--- src/rtl/btn_led_pwm_ctrl_pkg.sv ---
`default_nettype none
//============================================================================
// Module   : btn_led_pwm_ctrl_pkg
// Brief    : Shared button indices and brightness duty computation.
// Revision : 1.0 - initial release
//============================================================================
package btn_led_pwm_ctrl_pkg;

    localparam int N_BTN   = 4;
    localparam int BTN_INC = 0;
    localparam int BTN_DEC = 1;
    localparam int BTN_UP  = 2;
    localparam int BTN_DN  = 3;

    // Levels at or above the top level clamp to full period (constant on).
    function automatic int calc_duty(input int lvl, input int n_level, input int period);
        if (lvl >= n_level - 1)
            return period;
        else if (lvl == 0)
            return period / 20;
        else
            return (period * lvl) / (n_level - 1);
    endfunction

endpackage
`default_nettype wire

--- src/rtl/btn_led_pwm_ctrl_if.sv ---
`default_nettype none
//============================================================================
// Module   : btn_led_pwm_ctrl_if
// Brief    : Button inputs and LED/count/level outputs of the controller.
// Revision : 1.0 - initial release
//============================================================================
interface btn_led_pwm_ctrl_if
    import btn_led_pwm_ctrl_pkg::*;
#(
    parameter int N_LED = 4,
    parameter int LVL_W = 3
);
    logic [N_BTN-1:0] usr_btn;
    logic [N_LED-1:0] usr_led;
    logic [N_LED-1:0] count;
    logic [LVL_W-1:0] level;

    modport master (output usr_btn, input usr_led, input count, input level);
    modport slave  (input usr_btn, output usr_led, output count, output level);
endinterface
`default_nettype wire

--- src/rtl/btn_led_pwm_ctrl_debounce.sv ---
`default_nettype none
//============================================================================
// Module   : btn_debounce
// Brief    : 2-flop synchronizer, stability debouncer and press-edge pulse.
// Revision : 1.0 - initial release
//============================================================================
module btn_debounce #(
    parameter int DEB_CYCLES = 1000000
) (
    input  wire logic clk,
    input  wire logic reset,
    input  wire logic i_btn,
    output logic      o_level,
    output logic      o_press
);
    localparam int CNT_W = $clog2(DEB_CYCLES + 1);

    logic [1:0]       r_sync;
    logic [CNT_W-1:0] r_cnt;
    logic             r_deb;
    logic             r_deb_d;

    always_ff @(posedge clk) begin
        if (reset) begin
            r_sync  <= '0;
            r_cnt   <= '0;
            r_deb   <= 1'b0;
            r_deb_d <= 1'b0;
        end else begin
            r_sync  <= {r_sync[0], i_btn};
            r_deb_d <= r_deb;
            // Count only consecutive cycles that disagree with the output.
            if (r_sync[1] == r_deb) begin
                r_cnt <= '0;
            end else if (r_cnt == CNT_W'(DEB_CYCLES - 1)) begin
                r_deb <= r_sync[1];
                r_cnt <= '0;
            end else begin
                r_cnt <= r_cnt + 1'b1;
            end
        end
    end

    assign o_level = r_deb;
    assign o_press = r_deb & ~r_deb_d;

endmodule
`default_nettype wire

--- src/rtl/btn_led_pwm_ctrl.sv ---
`default_nettype none
//============================================================================
// Module   : btn_led_pwm_ctrl
// Brief    : Debounced step counter and brightness level driving PWM LEDs.
// Revision : 1.0 - initial release
//============================================================================
module btn_led_pwm_ctrl
    import btn_led_pwm_ctrl_pkg::*;
#(
    parameter int N_LED        = 4,
    parameter int N_LEVEL      = 5,
    parameter int DEB_CYCLES   = 1000000,
    parameter int PWM_PERIOD   = 1000000,
    parameter int REPEAT_DELAY = 50000000,
    parameter int REPEAT_RATE  = 10000000,
    parameter int WRAP         = 0
) (
    input  wire logic         clk,
    input  wire logic         reset,
    btn_led_pwm_ctrl_if.slave ctrl_if
);
    localparam int LVL_W   = $clog2(N_LEVEL);
    localparam int DUTY_W  = $clog2(PWM_PERIOD + 1);
    localparam int RPT_MAX = (REPEAT_DELAY > REPEAT_RATE) ? REPEAT_DELAY : REPEAT_RATE;
    localparam int RPT_W   = $clog2(RPT_MAX + 1);

    localparam logic [N_LED-1:0] c_cnt_max = {1'b0, {(N_LED-1){1'b1}}};
    localparam logic [N_LED-1:0] c_cnt_min = {1'b1, {(N_LED-1){1'b0}}};
    localparam logic [LVL_W-1:0] c_lvl_top = LVL_W'(N_LEVEL - 1);

    logic [N_BTN-1:0]  w_evt;
    logic [N_LED-1:0]  r_count;
    logic [LVL_W-1:0]  r_level;
    logic [DUTY_W-1:0] r_pwm_cnt;
    logic [N_LED-1:0]  r_led;
    logic [DUTY_W-1:0] w_duty_tab [2**LVL_W];
    logic              w_pwm_on;

    for (genvar gi = 0; gi < N_BTN; gi++) begin : g_btn
        localparam bit RPT_EN = (gi == BTN_INC) || (gi == BTN_DEC);

        logic             w_lvl;
        logic             w_press;
        logic             w_tick;
        logic [RPT_W-1:0] r_rpt_cnt;
        logic             r_rpt_phase;

        btn_debounce #(.DEB_CYCLES(DEB_CYCLES)) u_deb (
            .clk     (clk),
            .reset   (reset),
            .i_btn   (ctrl_if.usr_btn[gi]),
            .o_level (w_lvl),
            .o_press (w_press)
        );

        // Phase 0 waits REPEAT_DELAY after the press, phase 1 ticks every REPEAT_RATE.
        assign w_tick = RPT_EN && w_lvl &&
                        (r_rpt_cnt == (r_rpt_phase ? RPT_W'(REPEAT_RATE) : RPT_W'(REPEAT_DELAY)));

        always_ff @(posedge clk) begin
            if (reset || !w_lvl) begin
                r_rpt_cnt   <= '0;
                r_rpt_phase <= 1'b0;
            end else if (w_press) begin
                r_rpt_cnt   <= RPT_W'(1);
                r_rpt_phase <= 1'b0;
            end else if (w_tick) begin
                r_rpt_cnt   <= RPT_W'(1);
                r_rpt_phase <= 1'b1;
            end else if (r_rpt_cnt != '0) begin
                r_rpt_cnt   <= r_rpt_cnt + 1'b1;
            end
        end

        assign w_evt[gi] = w_press | w_tick;
    end

    for (genvar gl = 0; gl < 2**LVL_W; gl++) begin : g_duty
        assign w_duty_tab[gl] = DUTY_W'(calc_duty(gl, N_LEVEL, PWM_PERIOD));
    end

    assign w_pwm_on = (r_pwm_cnt < w_duty_tab[r_level]);

    always_ff @(posedge clk) begin
        if (reset) begin
            r_count   <= '0;
            r_level   <= c_lvl_top;
            r_pwm_cnt <= '0;
            r_led     <= '0;
        end else begin
            if (w_evt[BTN_INC] && !w_evt[BTN_DEC]) begin
                if (WRAP != 0 || r_count != c_cnt_max)
                    r_count <= r_count + 1'b1;
            end else if (w_evt[BTN_DEC] && !w_evt[BTN_INC]) begin
                if (WRAP != 0 || r_count != c_cnt_min)
                    r_count <= r_count - 1'b1;
            end

            if (w_evt[BTN_UP] && !w_evt[BTN_DN]) begin
                if (r_level != c_lvl_top)
                    r_level <= r_level + 1'b1;
            end else if (w_evt[BTN_DN] && !w_evt[BTN_UP]) begin
                if (r_level != '0)
                    r_level <= r_level - 1'b1;
            end

            r_pwm_cnt <= (r_pwm_cnt == DUTY_W'(PWM_PERIOD - 1)) ? '0 : r_pwm_cnt + 1'b1;
            r_led     <= r_count & {N_LED{w_pwm_on}};
        end
    end

    assign ctrl_if.count   = r_count;
    assign ctrl_if.level   = r_level;
    assign ctrl_if.usr_led = r_led;

endmodule
`default_nettype wire

--- src/flat_wrapper.sv ---
// flat-port wrapper written by rule: the top's interface ports become plain ports
module btn_led_pwm_ctrl_flat import btn_led_pwm_ctrl_pkg::*;
#(
    parameter int N_LED        = 4,
    parameter int N_LEVEL      = 5,
    parameter int DEB_CYCLES   = 1000000,
    parameter int PWM_PERIOD   = 1000000,
    parameter int REPEAT_DELAY = 50000000,
    parameter int REPEAT_RATE  = 10000000,
    parameter int WRAP         = 0
)
  (clk, reset, ctrl_if_usr_btn, ctrl_if_usr_led, ctrl_if_count, ctrl_if_level);
  btn_led_pwm_ctrl_if #(.N_LED(N_LED), .LVL_W(3)) ctrl_if_i ();
  input  wire logic clk;
  input  wire logic reset;
  input wire logic [$bits(ctrl_if_i.usr_btn)-1:0] ctrl_if_usr_btn;
  output wire logic [$bits(ctrl_if_i.usr_led)-1:0] ctrl_if_usr_led;
  output wire logic [$bits(ctrl_if_i.count)-1:0] ctrl_if_count;
  output wire logic [$bits(ctrl_if_i.level)-1:0] ctrl_if_level;
  assign ctrl_if_i.usr_btn = ctrl_if_usr_btn;
  assign ctrl_if_usr_led = ctrl_if_i.usr_led;
  assign ctrl_if_count = ctrl_if_i.count;
  assign ctrl_if_level = ctrl_if_i.level;
  btn_led_pwm_ctrl #(.N_LED(N_LED), .N_LEVEL(N_LEVEL), .DEB_CYCLES(DEB_CYCLES), .PWM_PERIOD(PWM_PERIOD), .REPEAT_DELAY(REPEAT_DELAY), .REPEAT_RATE(REPEAT_RATE), .WRAP(WRAP)) u_core (.clk(clk), .reset(reset), .ctrl_if(ctrl_if_i));
endmodule
--- config.mk ---
export PLATFORM = sky130hd
export DESIGN_NAME = btn_led_pwm_ctrl_flat
export DESIGN_NICKNAME = d
export VERILOG_FILES = /design/src/rtl/btn_led_pwm_ctrl_pkg.sv /design/src/rtl/btn_led_pwm_ctrl_if.sv /design/src/rtl/btn_led_pwm_ctrl_debounce.sv /design/src/rtl/btn_led_pwm_ctrl.sv /design/src/flat_wrapper.sv
export SDC_FILE = /design/constraint.sdc
export NUM_CORES = 1
export LEC_CHECK = 0
export ABC_AREA = 1
export CAP_MARGIN = 20
export CORE_MARGIN = 2
export CORE_UTILIZATION = 45
export DETAILED_ROUTE_END_ITERATION = 10
export PLACE_DENSITY = 0.61
export REMOVE_ABC_BUFFERS = 1
export SLEW_MARGIN = 25
export SYNTH_ARGS = -nofsm -noshare
export SYNTH_HDL_FRONTEND = slang
export SYNTH_SLANG_ARGS = --single-unit
--- constraint.sdc ---
create_clock -name clk -period 3.2 [get_ports clk]
set_clock_uncertainty 0.1 [all_clocks]
set_input_delay 0.8 -clock clk [delete_from_list [all_inputs] [get_ports clk]]
set_output_delay 0.8 -clock clk [all_outputs]
set_load 0.03 [all_outputs]
==> metrics, run 1 <==
via count 7538; TritonCTS clock tree yes; critical path capture point type output pin; drt wl/cell between 10 and 15 um; placed cells 1491; final worst-path cycle share 79.30%; crit-path cells clkdlybuf4s50_1; post-synth top area share between 40% and 50%; Clock Tree Root clkbuf_16; R2R Path End u_core.ctrl_if.count[3]$_SDFFE_PP0P_; cell family contributing the most delay on the critical path buffers and inverters; Synth area leaders dfxtp_1, nand2_1, inv_1; TNS Setup 0 ns; initial core utilization 45.97%; ys flop type dfxtp_1; Final setup viols 0; area leader, netlist dfxtp_1; EDFF count, synth 0; FF-to-FF path depth 15; register area share after synthesis 40.50%; clk_lat worst skew 0.43 ns; hold path start u_core.g_btn[2].u_deb.r_sync[0]$_SDFF_PP0_; Worst Path Arrival 1.64 ns; WP data required 2.30 ns; post-CTS sizing 0; Area growth syn-to-layout 11.75%; Slew @ Worst Pin just over 0.7 ns; Placer Congestion 0.8227; Post-CTS Hold Fix Bufs 0; mapped cell area 0.008947 sq mm; Top Ports 17; commonest non-fill, non-tap cell in the layout nand2_1; final hold viol count 0; Pwr Density about 440 mW/mm^2; DRT iter0 DRCs 352; Routed WL 17600 um; # Max-Cap Violations 0; global-route wire length before repair 31170 um; post-route ant nets 0; Worst Hold Path EP u_core.g_btn[2].u_deb.r_sync[1]$_SDFF_PP0_; #FFs+latches synth 181; outcome completed; peak supply drop 336.4 uV; HPWL Detailed 13140 um; hold depth 2; CTS H-tree depth 4; row cnt 51; max-slew violation count 0; area of the core 0.01946 sq mm; slowest cell delay on critical path 0.74 ns; startpoint class of the critical path flop; critical path buffer and inverter count 1; fraction of layout cells with a size suffix above 1 10.81%; fillcell total approximately 1.9k; ANT cells 0; # DRC 0; Die Width 145.0 um; gr usage total 17.39%; initial antenna violation count 0; RR Startpoint u_core.g_btn[1].r_rpt_cnt[0]$_SDFFE_PP0P_; R2R setup slack 0.85 ns; pin count of the biggest net entering global routing 21; leakage dissipation around 0.0035 uW; synth warn 0; Hold Path Class flop to flop; Clock Path Buffers 2; RSZ-0062 raised after global routing false; total CTS buffers 17; vias in the first global route 6840; clock slew seen by the registers of the worst setup and hold paths 0.07 ns; minimum clock period 2.537 ns; number of detailed-route iterations in the first pass 9; final cell count without fillers 1523; number of buffers added on ports 16; Slew HR between 50 and 60%; Die ar. between 0.02 and 0.025 sq mm; Mean Syn Cell Area 7.352 sq um; nets 1276; Finished Cell Area 0.009998 sq mm; most frequent cells in the layout nand2_1, dfxtp_1, inv_1, nor2_1, a21oi_1; area post-placement 0.009410 sq mm; GR Overflow Total 0; Via density 4.949; Fmax ~400 MHz; Die Height 145.0 um; CP max FO 7; CTS Sinks 181; Distinct cells, synth 54; Synth async-reset ratio 0%; Crit Path Category flop to output pin; Synth Instances 1217; Worst path slowest cell clkdlybuf4s50_1; post-CTS setup buffers 0
cells by family (layout without fill, tap and decap cells):
| group | Yosys count | in the layout | share of synthesized area, % |
|---|---|---|---|
| compound gates | 197 | 197 | 12.32 |
| xor+xnor | 28 | 28 | 2.741 |
| fa+ha+maj | 25 | 25 | 3.580 |
| buf+inv | 199 | 240 | 8.740 |
| flops | 181 | 181 | 40.50 |
| simple gates | 587 | 587 | 32.12 |
flip-flops by register name, indices dropped and copies added (netlist names), 4 cells and up:
signal	flops
u_core.g_btn.u_deb.r_cnt	80
u_core.g_btn.r_rpt_cnt	52
u_core.r_pwm_cnt	20
u_core.g_btn.u_deb.r_sync	8
u_core.ctrl_if.count	4
u_core.ctrl_if.usr_led	4
u_core.g_btn.u_deb.o_level	4
u_core.g_btn.u_deb.r_deb_d	4
worst max path at each step:
stage,startpoint,to,slack [ns],depth (start not counted)
2_1_floorplan,u_core.g_btn[1].r_rpt_cnt[0]$_SDFFE_PP0P_,u_core.ctrl_if.count[3]$_SDFFE_PP0P_,1.07,15
3_3_place_gp,reset,u_core.g_btn[0].r_rpt_cnt[4]$_SDFFE_PP0P_,0.51,9
4_1_cts,u_core.ctrl_if.count[1]$_SDFFE_PP0P_,ctrl_if_count[1],0.62,1
3_5_place_dp,reset,u_core.g_btn[0].r_rpt_cnt[11]$_SDFFE_PP0P_,0.48,9
5_1_grt,u_core.ctrl_if.count[0]$_SDFFE_PP0P_,ctrl_if_count[0],0.58,1
6_report,u_core.ctrl_if.count[0]$_SDFFE_PP0P_,ctrl_if_count[0],0.66,1
per-stage QoR:
| step | total power (uW) | util [%] | setup WS, ns | hold WS (ns) |
|---|---|---|---|---|
| after floorplan | 2340 | - | 1.075 | 0.2883 |
| after global placement | 2364 | 48.35 | 0.5054 | 0.3009 |
| after detailed placement | 2365 | 48.35 | 0.4805 | 0.3018 |
| after CTS | 4452 | 51.37 | 0.6226 | 0.3178 |
| after global routing | 4554 | 51.37 | 0.5784 | 0.3329 |
| final | 4383 | 51.37 | 0.6625 | 0.3143 |
layout make-up:
| cell class | count | area, sq um | area share [%] |
|---|---|---|---|
| clock inverters | 15 | 162.7 | 1.627 |
| clock buffers | 17 | 425.4 | 4.255 |
| repair buffers | 24 | 220.2 | 2.202 |
| multi-input cells | 837 | 4542 | 45.43 |
| well taps | 265 | 331.6 | 3.316 |
| flip-flops and latches | 181 | 3623 | 36.24 |
| inverters | 184 | 693.2 | 6.933 |
tightest hold or removal path: cells and delay by family, from the launching register on:
kind | cells | cell delay, ns
AND/OR/NAND/NOR | 1 | 0.03
buffers and inverters | 1 | 0.04
flip-flops | 1 | 0.30
synth_stat cells (2+ instances only):
cell type,n
nand2_1,184
dfxtp_1,181
inv_1,168
nor2_1,145
a21oi_1,103
nor3_1,61
nand3_1,58
o21ai_0,48
nand4_1,34
ha_1,24
nor2_2,24
xor2_1,19
nor4_1,17
inv_2,14
nor3b_1,11
o21a_1,11
nand2_2,9
nor3_2,9
or2_2,9
xnor2_1,9
buf_2,8
o21ai_1,8
a211oi_1,6
a31oi_1,6
nand3_2,6
nand2_4,3
nand4_2,3
nor3b_2,3
nor4_2,3
o21ai_2,3
a21boi_0,2
buf_4,2
buf_6,2
clkbuf_1,2
o31ai_1,2
or2_0,2
where the power goes:
part           internal, uW  leakage, uW  total (uW)  switching, uW
Clock                  1110     0.000282        2070            965
Combinational          18.0      0.00175        46.6           28.6
Sequential             2260      0.00146        2270           5.21
routing by layer:
metal	track usage (%)	share of wire (%)
met1	25.08	53
met2	26.40	44
met3	3.742	2.6
met4	4.406	0.93
met5	0	0
Power figures use the tool's default switching activity.
==> inputs of run 2 (changes only) <==
Clock period 3.2 ns to 2.6 ns, I/O delays scaled along.
==> run 2 against run 1 <==
  * Utilization grew 0.23 points
  * Flip-flop and latch count unchanged
  * First-iteration DRC count fell by 17%
  * Combinational power increased by 27%
  * Wire length up 0.43%
  * Hold slack lost 0.010 ns
  * Via count shrank 0.96%
  * Largest cell class unchanged
  * Highest routed layer unchanged
==> metrics, run 2 (synthesis gave the netlist of run 1 again) <==
WP data required 1.85 ns (-0.45 ns); hold depth 2 (unchanged); max reg flops 80 (unchanged); global-route wire length before repair 30550 um (-2.0%); Crit Path Category flop to output pin; number of detailed-route iterations in the first pass 5 (-4); Hold Path Class flop to flop; Slew @ Worst Pin 0.4934 ns (-0.2122 ns); FF-to-FF path depth 15 (unchanged); vias in the first global route 6755 (-1.2%); minimum clock period 2.396 ns; TritonCTS clock tree yes; HPWL Detailed 13170 um (+0.18%); M2 GR Usage 27.19% (+0.79 points); max-slew violation count 0 (unchanged); CP max FO 7 (unchanged); slowest cell delay on critical path 0.75 ns (about the same); gr usage total 17.07% (-0.32 points); Die Width 145.0 um (unchanged); startpoint class of the critical path flop; Fmax 417.4 MHz; drt wl/cell 11.55 um (about the same); final hold viol count 0 (unchanged); # DRC 0 (unchanged); nets 1283 (+0.55%); Via density 4.880 (-1.4%); RSZ-0062 raised after global routing false; crit-path cells clkdlybuf4s50_1; Comb pwr share 1.1% (about the same); GR Overflow Total 0 (unchanged); fillcell total 1932 (-0.052%); sequential share of power 52.1% (+0.4 points); most used routing layer met2; post-CTS setup buffers 0 (unchanged); # Max-Cap Violations 0 (unchanged); sw frac 23.32% (+0.53 points); CTS Sinks 181 (unchanged); number of buffers added on ports 16 (unchanged); clk_lat worst skew 0.43 ns (about the same); Pwr Density 532.7 mW/mm^2 (+22%); DRT iter0 DRCs 291 (-17%); Worst Path Arrival 1.65 ns (about the same); Regs by FF count u_core.g_btn.u_deb.r_cnt (80), u_core.g_btn.r_rpt_cnt (52), u_core.r_pwm_cnt (20); Reg with most FFs u_core.g_btn.u_deb.r_cnt; Die Height 145.0 um (unchanged); TNS Setup 0 ns (unchanged); cell family contributing the most delay on the critical path buffers and inverters; critical path capture point type output pin; initial antenna violation count 0 (unchanged); Clock Tree Root clkbuf_16; peak supply drop 399.2 uV (+19%); R2R Path End u_core.ctrl_if.count[3]$_SDFFE_PP0P_; final worst-path cycle share 92.14%; Final Worst Setup Slack 0.2042 ns (-0.4583 ns); Worst path slowest cell clkdlybuf4s50_1; post-CTS sizing 0 (unchanged); most frequent cells in the layout nand2_1, dfxtp_1, inv_1, nor2_1, a21oi_1; placed cells 1498 (+0.47%); RR Startpoint u_core.g_btn[0].r_rpt_cnt[16]$_SDFFE_PP0P_; pin count of the biggest net entering global routing 21 (unchanged); area of the core 0.01946 sq mm (unchanged); Clock Path Buffers 2 (unchanged); final cell count without fillers 1530 (+0.46%); Slew HR 66.80% (+14 points); Top Ports 17 (unchanged); outcome completed; Placer Congestion 0.8493 (+3.2%); R2R setup slack 0.36 ns (-0.49 ns); met3 usage 3.082% (-0.66 points); post-route ant nets 0 (unchanged); hold path start u_core.g_btn[3].u_deb.r_sync[0]$_SDFF_PP0_; Int Pwr 4102 uW (+21%); Routed WL 17680 um (+0.43%); total CTS buffers 17 (unchanged); CTS H-tree depth 4 (unchanged); pre-CTS setup slack 0.09429 ns (-0.3862 ns); row cnt 51 (unchanged); Die ar. 0.02103 sq mm (unchanged); leakage dissipation 0.003524 uW (+1.0%); Net Switching 1247 uW (+25%); ANT cells 0 (unchanged); Worst Hold Path EP u_core.g_btn[3].u_deb.r_sync[1]$_SDFF_PP0_; fraction of layout cells with a size suffix above 1 11.30% (+0.49 points); commonest non-fill, non-tap cell in the layout nand2_1; clock share of power 46.8% (-0.5 points); Post-CTS Hold Fix Bufs 0 (unchanged); clock slew seen by the registers of the worst setup and hold paths 0.07 ns (about the same); critical path buffer and inverter count 1 (unchanged); via count 7466 (-0.96%); Area growth syn-to-layout 12.24%; met1 Track Usage GR 23.71% (-1.4 points); initial core utilization 45.97% (unchanged); Final setup viols 0 (unchanged)
run 2: changes by cell type in the layout (fill, tap and decap cells not counted), sizes merged:
cell	previous run	this run
inv	190	194
clkinvlp	2	0
clkbuf	17	18
bufinv	1	0
clkinv	6	4
buf	8	15
run 2: power groups by stage:
stage / Clock (uW) / Combinational (uW) / Sequential (uW)
2_1_floorplan: 0 / 29.2 / 2850
3_3_place_gp: 0 / 60.3 / 2850
3_5_place_dp: 0 / 60.4 / 2850
4_1_cts: 2570 / 60.6 / 2790
5_1_grt: 2700 / 67.3 / 2790
6_report: 2500 / 59.2 / 2790
run 2: through the flow:
step / total power [uW] / hold WS, ns / utilization, % / cell area [sq um]
floorplan: 2880 / 0.2883 / - / 8859
global placement: 2912 / 0.2927 / 48.69 / 9475
detailed placement: 2913 / 0.2998 / 48.69 / 9475
CTS: 5420 / 0.3096 / 51.60 / 10040
global route: 5550 / 0.3324 / 51.60 / 10040
finish: 5349 / 0.3040 / 51.60 / 10040
run 2: worst max path at each step:
stage                                                   start                                          to  slack [ns]  cells past startpoint
floorplan           u_core.g_btn[1].r_rpt_cnt[0]$_SDFFE_PP0P_        u_core.ctrl_if.count[3]$_SDFFE_PP0P_        0.47                     15
global placement                                        reset  u_core.g_btn[0].r_rpt_cnt[16]$_SDFFE_PP0P_        0.14                     10
detailed placement                                      reset  u_core.g_btn[0].r_rpt_cnt[17]$_SDFFE_PP0P_        0.09                     10
CTS                      u_core.ctrl_if.count[1]$_SDFFE_PP0P_                            ctrl_if_count[1]        0.16                      1
global route             u_core.ctrl_if.count[0]$_SDFFE_PP0P_                            ctrl_if_count[0]        0.11                      1
finish                   u_core.ctrl_if.count[1]$_SDFFE_PP0P_                            ctrl_if_count[1]        0.20                      1
run 2: final cells by class:
cell class	count	area, sq um	share of cell area [%]
inverter	184	693.2	6.903
sequential	181	3623	36.08
clock buffer	18	439.2	4.373
multi-input combinational	837	4542	45.23
clock inverter	14	127.6	1.271
timing repair buffer	31	285.3	2.841
tap	265	331.6	3.302
run 2: per-layer routing:
metal | vias to the layer above | wire length [um]
met4 | 0 | 131
met5 | - | 0
li1 | 4090 | -
met3 | 11 | 345
met2 | 51 | 7740
met1 | 3314 | 9456
==> inputs of run 3 (changes only) <==
Settings changed: CAP_MARGIN 20 to not set.
==> results of run 3 <==
Same layout as run 2: the final DEF is identical, and so are final timing and power.
